===== src/rtl/as2650_pkg.sv =====
// Shared types and pad-enable constants for the AS2650 external bus sequencer.
package as2650_pkg;

    typedef enum logic [2:0] {
        IDLE   = 3'd0,
        ADDR_H = 3'd1,
        ADDR_L = 3'd2,
        STROBE = 3'd3,
        HOLD   = 3'd4
    } state_t;

    localparam logic [7:0] OEB_DRIVE = 8'h00;
    localparam logic [7:0] OEB_FLOAT = 8'hFF;

endpackage


===== src/rtl/as2650_wait_counter.sv =====
// Strobe length control: a loadable down-counter for the fixed wait states and a
// saturating up-counter that bounds how long wait_in may stretch the strobe.
module as2650_wait_counter #(
    parameter int WAIT_STATES = 1,
    parameter int TIMEOUT     = 255
) (
    input  logic clk_i,
    input  logic rst_i,
    input  logic load_i,
    input  logic run_i,
    input  logic ext_i,
    output logic done_o,
    output logic timed_out_o
);

    localparam int EXT_W = (TIMEOUT < 2) ? 1 : $clog2(TIMEOUT + 1);
    localparam logic [3:0]       FIX_INIT = 4'(WAIT_STATES);
    localparam logic [EXT_W-1:0] EXT_MAX  = EXT_W'(TIMEOUT);

    logic [3:0]       fix_q, fix_d;
    logic [EXT_W-1:0] ext_q, ext_d;

    // Extension only starts counting once the fixed waits have been used up.
    always_comb begin
        fix_d = fix_q;
        ext_d = ext_q;
        if (load_i) begin
            fix_d = FIX_INIT;
            ext_d = '0;
        end else if (run_i) begin
            if (fix_q != 4'd0)
                fix_d = fix_q - 4'd1;
            else if (ext_i && (ext_q != EXT_MAX))
                ext_d = ext_q + EXT_W'(1);
        end
    end

    always_ff @(posedge clk_i) begin
        if (rst_i) begin
            fix_q <= 4'd0;
            ext_q <= '0;
        end else begin
            fix_q <= fix_d;
            ext_q <= ext_d;
        end
    end

    assign done_o      = (fix_q == 4'd0);
    assign timed_out_o = (ext_q == EXT_MAX);

endmodule


===== src/rtl/as2650_extbus_ctrl.sv =====
// Sequences one CPU memory/IO cycle onto the multiplexed 8-bit pad bus:
// address high, address low, strobe (with fixed and external waits), hold.
module as2650_extbus_ctrl
    import as2650_pkg::*;
#(
    parameter int WAIT_STATES = 1,
    parameter int TIMEOUT     = 255
) (
    input  logic        wb_clk_i,
    input  logic        wb_rst_i,
    input  logic        req,
    input  logic        we,
    input  logic        io_cyc,
    input  logic [14:0] addr,
    input  logic [7:0]  wdata,
    output logic [7:0]  rdata,
    output logic        ack,
    output logic        err,
    input  logic [7:0]  pad_in,
    output logic [7:0]  pad_out,
    output logic [7:0]  pad_oeb,
    output logic        ale_hi,
    output logic        ale_lo,
    output logic        rd_n,
    output logic        wr_n,
    output logic        mio_n,
    input  logic        wait_in
);

    state_t     state_q;
    logic [7:0] addr_lo_q, wdata_q, rdata_q, pad_out_q, pad_oeb_q;
    logic       we_q, ack_q, err_q, ale_hi_q, ale_lo_q, rd_n_q, wr_n_q, mio_n_q;
    logic       cnt_done, cnt_tmo, strobe_exit, strobe_err;

    as2650_wait_counter #(
        .WAIT_STATES(WAIT_STATES),
        .TIMEOUT    (TIMEOUT)
    ) u_wait (
        .clk_i      (wb_clk_i),
        .rst_i      (wb_rst_i),
        .load_i     (state_q == ADDR_L),
        .run_i      (state_q == STROBE),
        .ext_i      (wait_in),
        .done_o     (cnt_done),
        .timed_out_o(cnt_tmo)
    );

    assign strobe_exit = cnt_done && !(wait_in && !cnt_tmo);
    assign strobe_err  = cnt_done && wait_in && cnt_tmo;

    // Request operands are captured once; later input changes are ignored.
    always_ff @(posedge wb_clk_i) begin
        if (state_q == IDLE && req) begin
            addr_lo_q <= addr[7:0];
            wdata_q   <= wdata;
            we_q      <= we;
        end
    end

    always_ff @(posedge wb_clk_i) begin
        if (wb_rst_i) begin
            state_q   <= IDLE;
            rdata_q   <= 8'h00;
            ack_q     <= 1'b0;
            err_q     <= 1'b0;
            pad_out_q <= 8'h00;
            pad_oeb_q <= OEB_FLOAT;
            ale_hi_q  <= 1'b0;
            ale_lo_q  <= 1'b0;
            rd_n_q    <= 1'b1;
            wr_n_q    <= 1'b1;
            mio_n_q   <= 1'b1;
        end else begin
            ack_q    <= 1'b0;
            err_q    <= 1'b0;
            ale_hi_q <= 1'b0;
            ale_lo_q <= 1'b0;
            rd_n_q   <= 1'b1;
            wr_n_q   <= 1'b1;
            // Outputs are registered: each branch sets what the next state presents.
            case (state_q)
                IDLE: begin
                    pad_out_q <= 8'h00;
                    pad_oeb_q <= OEB_FLOAT;
                    mio_n_q   <= 1'b1;
                    if (req) begin
                        state_q   <= ADDR_H;
                        pad_out_q <= {1'b0, addr[14:8]};
                        pad_oeb_q <= OEB_DRIVE;
                        ale_hi_q  <= 1'b1;
                        mio_n_q   <= ~io_cyc;
                    end
                end
                ADDR_H: begin
                    state_q   <= ADDR_L;
                    pad_out_q <= addr_lo_q;
                    pad_oeb_q <= OEB_DRIVE;
                    ale_lo_q  <= 1'b1;
                end
                ADDR_L: begin
                    state_q <= STROBE;
                    if (we_q) begin
                        wr_n_q    <= 1'b0;
                        pad_out_q <= wdata_q;
                        pad_oeb_q <= OEB_DRIVE;
                    end else begin
                        rd_n_q    <= 1'b0;
                        pad_oeb_q <= OEB_FLOAT;
                    end
                end
                STROBE: begin
                    if (strobe_exit) begin
                        state_q <= HOLD;
                        ack_q   <= 1'b1;
                        err_q   <= strobe_err;
                        if (!we_q)
                            rdata_q <= pad_in;
                    end else begin
                        rd_n_q <= we_q;
                        wr_n_q <= ~we_q;
                    end
                end
                HOLD: begin
                    state_q   <= IDLE;
                    pad_out_q <= 8'h00;
                    pad_oeb_q <= OEB_FLOAT;
                    mio_n_q   <= 1'b1;
                end
                default: state_q <= IDLE;
            endcase
        end
    end

    assign rdata   = rdata_q;
    assign ack     = ack_q;
    assign err     = err_q;
    assign pad_out = pad_out_q;
    assign pad_oeb = pad_oeb_q;
    assign ale_hi  = ale_hi_q;
    assign ale_lo  = ale_lo_q;
    assign rd_n    = rd_n_q;
    assign wr_n    = wr_n_q;
    assign mio_n   = mio_n_q;

endmodule

===== config.mk =====
export PLATFORM = sky130hd
export DESIGN_NAME = as2650_extbus_ctrl
export DESIGN_NICKNAME = d
export VERILOG_FILES = /design/src/rtl/as2650_pkg.sv /design/src/rtl/as2650_wait_counter.sv /design/src/rtl/as2650_extbus_ctrl.sv
export SDC_FILE = /design/constraint.sdc
export NUM_CORES = 1
export LEC_CHECK = 0
export CORE_MARGIN = 2
export CORE_UTILIZATION = 52
export CTS_CLUSTER_SIZE = 16
export DETAILED_ROUTE_END_ITERATION = 16
export GPL_TIMING_DRIVEN = 0
export PLACE_DENSITY = 0.83
export SLEW_MARGIN = 30
export SYNTH_ARGS = -nofsm -noshare
export SYNTH_HDL_FRONTEND = slang
export SYNTH_SLANG_ARGS = --single-unit

===== constraint.sdc =====
create_clock -name wb_clk_i -period 6.47 [get_ports wb_clk_i]
set_input_delay 0.647 -clock wb_clk_i [delete_from_list [all_inputs] [get_ports wb_clk_i]]
set_output_delay 0.647 -clock wb_clk_i [all_outputs]
set_load 0.02 [all_outputs]

==> Word level (Yosys, flattened, before mapping) <==
Index checks and enable logic that the tools add are counted.
{ "totals": {"reg_bits": 63, "latchBits": 0, "ram_bits": 0, "rom_bits": 0, "in_bits": 37, "output_inout_bits": 31, "elab_cells": 82, "n_memories": 0} }
{ "classes": {"n_addsub": 2, "n_mul": 0, "div_mod_pow": 0, "n_lt_le_gt_ge": 0, "n_eq_ne": 9, "shifts": 0, "n_mux": 23, "bitwise": 6, "reduce_logical": 25} }
{ "ops": {"columns": ["operator", "count"], "rows": [
  ["case mux 8 bit (4 select lines)", 2],
  ["two-way mux 8 bit", 3],
  ["case mux 3 bit (4 select lines)", 1],
  ["two-way mux 1 bit", 11],
  ["adder 8 x 1 -> 8 bit (second input constant)", 1],
  ["== test 8 bit (second input constant)", 1],
  ["inequality test 8 bit (second input constant)", 1],
  ["AND reduction 2 bit", 4],
  ["nonzero test 4 bit", 2],
  ["two-way mux 7 bit", 1],
  ["== test 3 x 2 -> 1 bit (second input constant)", 2],
  ["logical AND 1 bit", 6],
  ["two-way mux 3 bit", 2],
  ["inequality test 2 bit (second input constant)", 3],
  ["inverter 1 bit", 6],
  ["case mux 1 bit (2 select lines)", 3],
  ["AND reduction 3 bit", 2],
  ["nonzero test 2 bit", 3],
  ["OR reduction 2 bit", 3],
  ["logical NOT 4 bit", 1],
  ["subtractor 4 x 1 -> 4 bit (second input constant)", 1],
  ["== test 3 x 1 -> 1 bit (second input constant)", 1],
  ["== test 3 bit (second input constant)", 1],
  ["logical NOT 3 bit", 1],
  ["other kinds (2)", 3]
]} }

==> Logic depth before layout (Yosys ltp) <==
Gate-level depths: netlist of run 1.
{ "logic_depth": {"depth_word": 7, "mapped_depth": 7, "ltp_nobuf": 6} }

==> Hierarchy <==
A second synthesis of run 1 with hierarchy kept.
{ "hier_totals": {"hier_cells": 227, "hier_area_um2": 2386.0} }
{ "by_module_without_submodules": {"columns": ["mod", "n_inst", "cells_each", "area_per_inst_um2", "seq_area_each_um2"], "rows": [
  ["as2650_extbus_ctrl", 1, 160, 1765.4, 1051.0],
  ["as2650_wait_counter", 1, 67, 620.6, 240.2]
]} }

==> Least setup slack after synthesis of run 1 <==
No wires, ideal clock.
{ "synth_timing": {"path_kind": "in2reg", "startpoint": "input req", "endpoint": "register mio_n_q (netlist: mio_n)", "setup_ps": 123, "arrival_ps": 2723, "t_required_ps": 6347, "setup_slack_ps": 3624, "stages": 5, "n_path_buf": 1, "path_cell_list": "clkbuf_1 inv_1 nor3_1 a21oi_1 or2_2"} }
{ "synth_via": {"elab_chain_cells": 2} }
{ "synth_rtl": {"columns": ["item", "line", "rtl"], "rows": [
  ["start: declaration", "as2650_extbus_ctrl.sv:11", "input logic req,"],
  ["two-way mux 1 bit", "as2650_extbus_ctrl.sv:86", "if (req) begin"],
  ["case mux 1 bit (2 select lines)", "as2650_extbus_ctrl.sv:81", "case (state_q)"],
  ["end signal: assignment", "as2650_extbus_ctrl.sv:91", "mio_n_q <= ~io_cyc;"],
  ["end: declaration", "as2650_extbus_ctrl.sv:32", "logic we_q, ack_q, err_q, ale_hi_q, ale_lo_q, rd_n_q, wr_n_q, mio_n_q;"]
]} }
No other way between the ends.
A chain may end at the register's enable or synchronous reset.

==> Final worst setup path of run 1 <==
{ "layout_timing": {"startpoint": "register u_wait.fix_q[0]", "endpoint": "register rdata_q[6] (netlist: rdata[6])"} }
{ "layout_via": {"elab_chain_cells": 3} }
{ "layout_rtl": {"columns": ["item", "line", "rtl"], "rows": [
  ["start: declaration", "as2650_wait_counter.sv:20", "logic [3:0] fix_q, fix_d;"],
  ["start signal: assignment", "as2650_wait_counter.sv:43", "fix_q <= fix_d;"],
  ["logical NOT 4 bit", "as2650_wait_counter.sv:48", "assign done_o = (fix_q == 4'd0);"],
  ["logical AND 1 bit", "as2650_extbus_ctrl.sv:48", "assign strobe_exit = cnt_done && !(wait_in && !cnt_tmo);"],
  ["AND reduction 3 bit (no line)", null, null],
  ["end signal: assignment", "as2650_extbus_ctrl.sv:117", "rdata_q <= pad_in;"],
  ["end: declaration", "as2650_extbus_ctrl.sv:31", "logic [7:0] addr_lo_q, wdata_q, rdata_q, pad_out_q, pad_oeb_q;"]
]} }
No other way between the ends.

==> reports/results.txt, run 1 <==
outcome: completed
sequential share of the synthesized area: 49.5%
commonest cells after routing, fill and taps aside: 65 x clkdlybuf4s50_1, 39 x dfxtp_1, 22 x a211oi_1
die area: 0.00560 sq mm
I/O pin count: 68
Global Route Usage Sum: 21.0%
post-CTS setup repair buffer count: 0
final setup fails: 0
Setup CP Type: flop to flop
buffers plus inverters on the worst setup path: 2
DRT antenna net count: 0
P per Cell Area: 227 mW/mm^2
minimum clock period: 2.36 ns
CTS Buffer Depth: 2
Mapped Avg Cell Area: 9.89 sq um
vias per cell: 5.35
Clock Latency Late Sink: 0.30 ns
Post-Syn Nets: 304
Slew HR: 45.0%
Logic pwr share: 25.1%
clk slew on worst S/H paths: 0.10 ns
post_cts resized: 0
Final Hold Viols: 0
CP max FO: 8
vias in the first global route: 2033
Reg-to-Reg End: rdata[6]
crit share post-route: 36.4%
GRT overflow: 0
fin. max-slew vios: 0
Avg WL per Cell: 13.4 um
port bufs: 65
Design Area, Final: 0.00344 sq mm
startpoint types: flop
gpl congestion: 0.851
nets@finish: 377
MaxCap Viol Count: 0
placed cell area: 0.00336 sq mm
reg-to-reg startpoint: u_wait.fix_q[0]
initial antenna violation count: 0
EDFF count, synth: 17
core area: 0.00479 sq mm
Synth Flop Type: dfxtp_1
H-tree levels: 2
final WL: 5.44 mm
leading cell type in the layout, fill and taps excluded: clkdlybuf4s50_1
Hold Path Class: flop to flop
first-pass GRT wire length: 9.12 mm
Synth Register Bits: 56
Sequential Power Share: 51.3%
Starting Density: 54.5%
worst reg2reg setup slack: 4.11 ns
FF-to-FF path depth: 6
Post-Syn Area: 0.00261 sq mm
Peak Freq: 0.425 GHz
Tightest Pin Transition: 0.823 ns
Peak VDD IR: 0.000171 V
Initial DRC Count: 126
num rows: 25
CP Data Arrival Time: 2.59 ns
CP top delay family: compound AO/OA/AOI/OAI gates
setup TNS: 0 ns
dpl hpwl: 4.02 mm
CTS Hold Bufs: 0
CTS tree: built
post-synth top area cell: dfxtp_1
Post-synth ARST share: 0%
switching share of power: 28.8%
Static Leak: 1.14 nW
capture point of the critical path: rdata[6]
crit end category: flop
Num CTS Buffers: 5
DRT Pass-1 Iters: 4
die height: 74.8 um
Clock Power Share: 23.6%
slowest CP cell: a2111oi_4
CTS root buffer: clkbuf_8
Mapped Cells: 264
RSZ-0062 raised after global routing: false
area fraction of the dominant cell type after synthesis: 29.9%
max incr delay on CP: 0.73 ns
layout cells sized above 1: 7.40%
clock skew: 0.00609 ns
cell count along the critical path: 6
WP data required: 6.70 ns
synth unique cells: 44
Worst setup startpoint: u_wait.fix_q[0]
ranking of synthesized cells by area: dfxtp_1 30%, edfxtp_1 20%, a211oi_1 6.3%
Horiz. Die Dim: 74.8 um
clock sink count: 56
crit-path cells: inv_1 > ha_1 > or3b_2 > clkbuf_1 > a2111oi_4 > mux2i_1
area grow syn2layout: 31.8%
pin count of the biggest net entering global routing: 17
Psw: 225 uW
Via Count: 2165
diode count: 0
DRC viols: 0
Pint: 557 uW
number of synthesis warnings: 0
[worst reg2reg max path, stage by stage (launching register included)]
cell       delay, ns
dfxtp_1         0.35
inv_1           0.09
ha_1            0.16
or3b_2          0.44
clkbuf_1        0.23
a2111oi_4       0.73
mux2i_1         0.28
[flip-flops by register name, summed over array words and instances, names as in the netlist, 3 cells and up]
signal / flops
addr_lo_q: 8
state_q: 3
u_wait.fix_q: 4
pad_out: 8
u_wait.ext_q: 8
wdata_q: 8
rdata: 8
[metrics by stage]
step / hold WS, ns / total power, mW / std cells / setup slack [ns] / utilization, %
after floorplan: 0.458 / 0.523 / 264 / 3.62 / -
after global placement: 0.445 / 0.599 / 396 / 3.11 / 69.9
after detailed placement: 0.450 / 0.604 / 397 / 4.14 / 70.1
after CTS: 0.466 / 0.784 / 405 / 4.12 / 71.9
after global routing: 0.486 / 0.823 / 405 / 3.96 / 71.9
final: 0.462 / 0.782 / 405 / 4.11 / 71.9
[layout make-up]
cell class                      count  area (sq um)
Sequential cell                    56          1290
Timing Repair Buffer               66           658
Clock inverter                      2          11.3
Clock buffer                        6          72.6
Fill cell                         362          1350
Tap cell                           67          83.8
Buffer                             27           128
Multi-Input combinational cell    166          1140
Inverter                           15          56.3
[kinds of logic after synthesis]
family / Yosys count / share of synthesized area (%)
simple gates: 88 / 20.9
fa+ha+maj: 4 / 1.82
mux: 8 / 3.07
buf+inv: 42 / 7.05
flops: 56 / 49.5
xor+xnor: 3 / 1.01
compound gates: 63 / 16.6
[power by group through the flow]
stage          Clock, mW  Sequential, mW  Combinational (mW)
2_1_floorplan          0           0.421               0.102
3_3_place_gp           0           0.409               0.190
3_5_place_dp           0           0.409               0.195
4_1_cts            0.187           0.401               0.196
5_1_grt            0.205           0.404               0.214
6_report           0.185           0.401               0.196
[synthesized netlist by cell type (2+ instances only)]
library cell and instances:
buf_4 7, o31ai_1 4, nor2b_1 2, edfxtp_1 17, nand2_1 12, dfxtp_1 39
nor3b_1 5, inv_1 14, nor3_1 3, nand3b_1 16, or3_1 2, clkbuf_1 18
nor4_1 4, ha_1 3, a211o_1 2, buf_1 2, nand3_1 8, xor2_1 3
nand2b_1 17, a31oi_1 2, or4_1 3, o21ai_0 6, or2_2 3, nor2_1 5
mux2i_1 8, a211oi_1 22, a21oi_1 20
[routing by layer]
metal	up-vias	GRT usage [%]	wire (um)
li1	1100	-	-
met1	976	28.6	2420
met2	77	34.1	2630
met3	12	4.15	290
met4	0	6.35	98
met5	-	0	0
[worst min-delay path by stage]
stage,depth (start not counted),startpoint,to
final,2,pad_out[2],pad_out[2]
after CTS,2,pad_out[2],pad_out[2]
after global placement,2,pad_out[2],pad_out[2]
after detailed placement,2,pad_out[2],pad_out[2]
after floorplan,2,u_wait.ext_q[5],u_wait.ext_q[5]
after global routing,2,pad_out[5],pad_out[5]
(Power assumes the default switching activity.)
==> run 2, diff against run 1 <==
Settings changed: CORE_UTILIZATION 52 to 44, PLACE_DENSITY 0.83 to 0.74.
Clock period 6.47 ns to 2.1 ns, I/O delays scaled along.
==> run 2 against run 1 <==
  * Cell count up 2.0%
  * Register-to-register slack worse by 4.0 ns
  * Critical path type unchanged
  * Setup slack worse by 4.0 ns
  * Clock-buffer cell count down 1
  * Routed wire length up 6.2%
  * Clock skew up 0.0023 ns
  * Largest power group unchanged
==> reports/results.txt, run 2 (synthesized netlist as in run 1, its figures left out) <==
Via Count: 2166 (was 2165)
core area: 0.00582 sq mm (was 0.00479 sq mm)
CTS tree: built (unchanged)
first-pass GRT wire length: 9.38 mm (was 9.12 mm)
DRT Pass-1 Iters: 4 (unchanged)
RSZ-0062 raised after global routing: false (unchanged)
CP Data Arrival Time: 2.21 ns (was 2.59 ns)
Num CTS Buffers: 5 (unchanged)
H-tree levels: 2 (unchanged)
vias in the first global route: 1996 (was 2033)
clock skew: 0.00836 ns (was 0.00609 ns)
FF-to-FF path depth: 6 (unchanged)
area taken by multi-input logic gates: 0.00115 sq mm (was 0.00114 sq mm)
Initial DRC Count: 132 (was 126)
hold_ws: 0.388 ns (was 0.462 ns)
final WL: 5.78 mm (was 5.44 mm)
clock sink count: 56 (unchanged)
clk slew on worst S/H paths: 0.10 ns (about the same)
Starting Density: 44.9% (was 54.5%)
outcome: completed (unchanged)
die height: 81.0 um (was 74.8 um)
leading cell type in the layout, fill and taps excluded: clkdlybuf4s50_1 (unchanged)
GRT overflow: 0 (unchanged)
P per Cell Area: 731 mW/mm^2 (was 227 mW/mm^2)
crit share post-route: 94.0% (was 36.4%)
initial antenna violation count: 0 (unchanged)
num rows: 28 (was 25)
Avg WL per Cell: 14.0 um (was 13.4 um)
Fillers: 518 (was 362)
commonest cells after routing, fill and taps aside: 65 x clkdlybuf4s50_1, 39 x dfxtp_1, 22 x a211oi_1 (unchanged)
layout cells sized above 1: 9.76% (was 7.40%)
port bufs: 65 (unchanged)
switching share of power: 28.1% (was 28.8%)
CTS Buffer Depth: 2 (unchanged)
Slew HR: 63.2% (was 45.0%)
Clock Power Share: 28.0% (was 23.6%)
met1 usage: 24.7% (was 28.6%)
startpoint types: flop (unchanged)
pin count of the biggest net entering global routing: 19 (was 17)
Psw: 725 uW (was 225 uW)
Clock Latency Late Sink: 0.31 ns (was 0.30 ns)
global route hottest layer: met2 (unchanged)
Hold Path Class: input pin to flop (was flop to flop)
MaxCap Viol Count: 0 (unchanged)
Logic pwr share: 24.1% (was 25.1%)
Tightest Pin Transition: 0.550 ns (was 0.823 ns)
dpl hpwl: 4.15 mm (was 4.02 mm)
Pwr Total: 2.58 mW (was 782 uW)
area grow syn2layout: 35.2% (was 31.8%)
Peak VDD IR: 0.000402 V (was 0.000171 V)
fin. max-slew vios: 0 (unchanged)
CP max FO: 8 (unchanged)
Hold Crit Depth: 3 (was 2)
Final Hold Viols: 0 (unchanged)
WP data required: 2.34 ns (was 6.70 ns)
nets@finish: 377 (unchanged)
Static Leak: 1.17 nW (was 1.14 nW)
Horiz. Die Dim: 81.0 um (was 74.8 um)
Global Route Usage Sum: 18.7% (was 21.0%)
CTS Hold Bufs: 0 (unchanged)
DRC viols: 0 (unchanged)
GR Util met3: 3.78% (was 4.15%)
Storage cell area: 0.00129 sq mm (unchanged)
Peak Freq: 0.507 GHz (was 0.425 GHz)
gpl congestion: 0.830 (was 0.851)
diode count: 0 (unchanged)
Core Util, Final: 60.7% (was 71.9%)
CTS root buffer: clkbuf_8 (unchanged)
Sequential Power Share: 47.9% (was 51.3%)
crit end category: flop (unchanged)
final setup fails: 0 (unchanged)
met2 Usage GRT: 31.2% (was 34.1%)
DRT antenna net count: 0 (unchanged)
Setup CP Type: flop to flop (unchanged)
vias per cell: 5.24 (was 5.35)
Pint: 1.85 mW (was 557 uW)
minimum clock period: 1.97 ns (was 2.36 ns)
die area: 0.00656 sq mm (was 0.00560 sq mm)
I/O pin count: 68 (unchanged)
[run 2: cell types whose count changed in the layout (fill, tap and decap cells not counted), sizes merged]
| cell | before | now |
|---|---|---|
| buf | 10 | 11 |
| bufinv | 0 | 1 |
| clkbuf | 24 | 22 |
| clkinvlp | 1 | 0 |
| inv | 14 | 15 |
[run 2: power by group through the flow]
stage | registers, mW | logic [mW] | clock network (mW)
3_5_place_dp | 1.26 | 0.599 | 0
3_3_place_gp | 1.26 | 0.588 | 0
4_1_cts | 1.23 | 0.619 | 0.734
2_1_floorplan | 1.30 | 0.317 | 0
5_1_grt | 1.24 | 0.672 | 0.789
6_report | 1.23 | 0.621 | 0.723
[run 2: layout make-up]
type | count | share of cell area, %
Multi-Input combinational cell | 166 | 32.7
Tap cell | 75 | 2.66
Clock inverter | 3 | 1.35
Buffer | 26 | 3.55
Timing Repair Buffer | 67 | 19.6
Clock buffer | 5 | 1.95
Sequential cell | 56 | 36.6
Inverter | 15 | 1.60
[run 2: stage by stage]
step / cells / setup TNS, ns / instance area (sq um) / setup slack, ns
floorplan: 264 / 0 / 2620 / 0.0256
detailed placement: 404 / -1.62 / 3370 / -0.225
global route: 413 / 0 / 3530 / 0.0262
global placement: 404 / -3.68 / 3360 / -0.282
CTS: 414 / 0 / 3520 / 0.0371
finish: 413 / 0 / 3530 / 0.127
[run 2: path summary, 6_finish.rpt]
check                  start  slack [ns]    endpoint
min                 wb_rst_i        0.39    rdata[1]
max          u_wait.ext_q[0]        0.13    rdata[3]
max reg2reg  u_wait.ext_q[0]        0.13    rdata[3]
min reg2reg       pad_out[2]        0.46  pad_out[2]
[run 2: layer usage]
metal	vias to the layer above	wire (um)	part of all wire, %
met5	-	0	0
met4	0	68	1.2
met3	6	242	4.2
met2	52	2850	49
met1	1012	2610	45
li1	1096	-	-
[run 2: worst max-delay path, stage by stage (launching register included)]
cell and delay [ns]:
dfxtp_1 0.41, ha_1 0.18, inv_1 0.08, or3_4 0.42, a2111oi_4 0.42, buf_12 0.19
mux2i_1 0.19
[run 2: what timing repair did]
item,4_1_cts,5_1_grt
hold endpoints to repair,0,0
buffers inserted,2,0
endpoints found under the setup margin,9,21
resized for setup,0,6
pin swaps,2,0
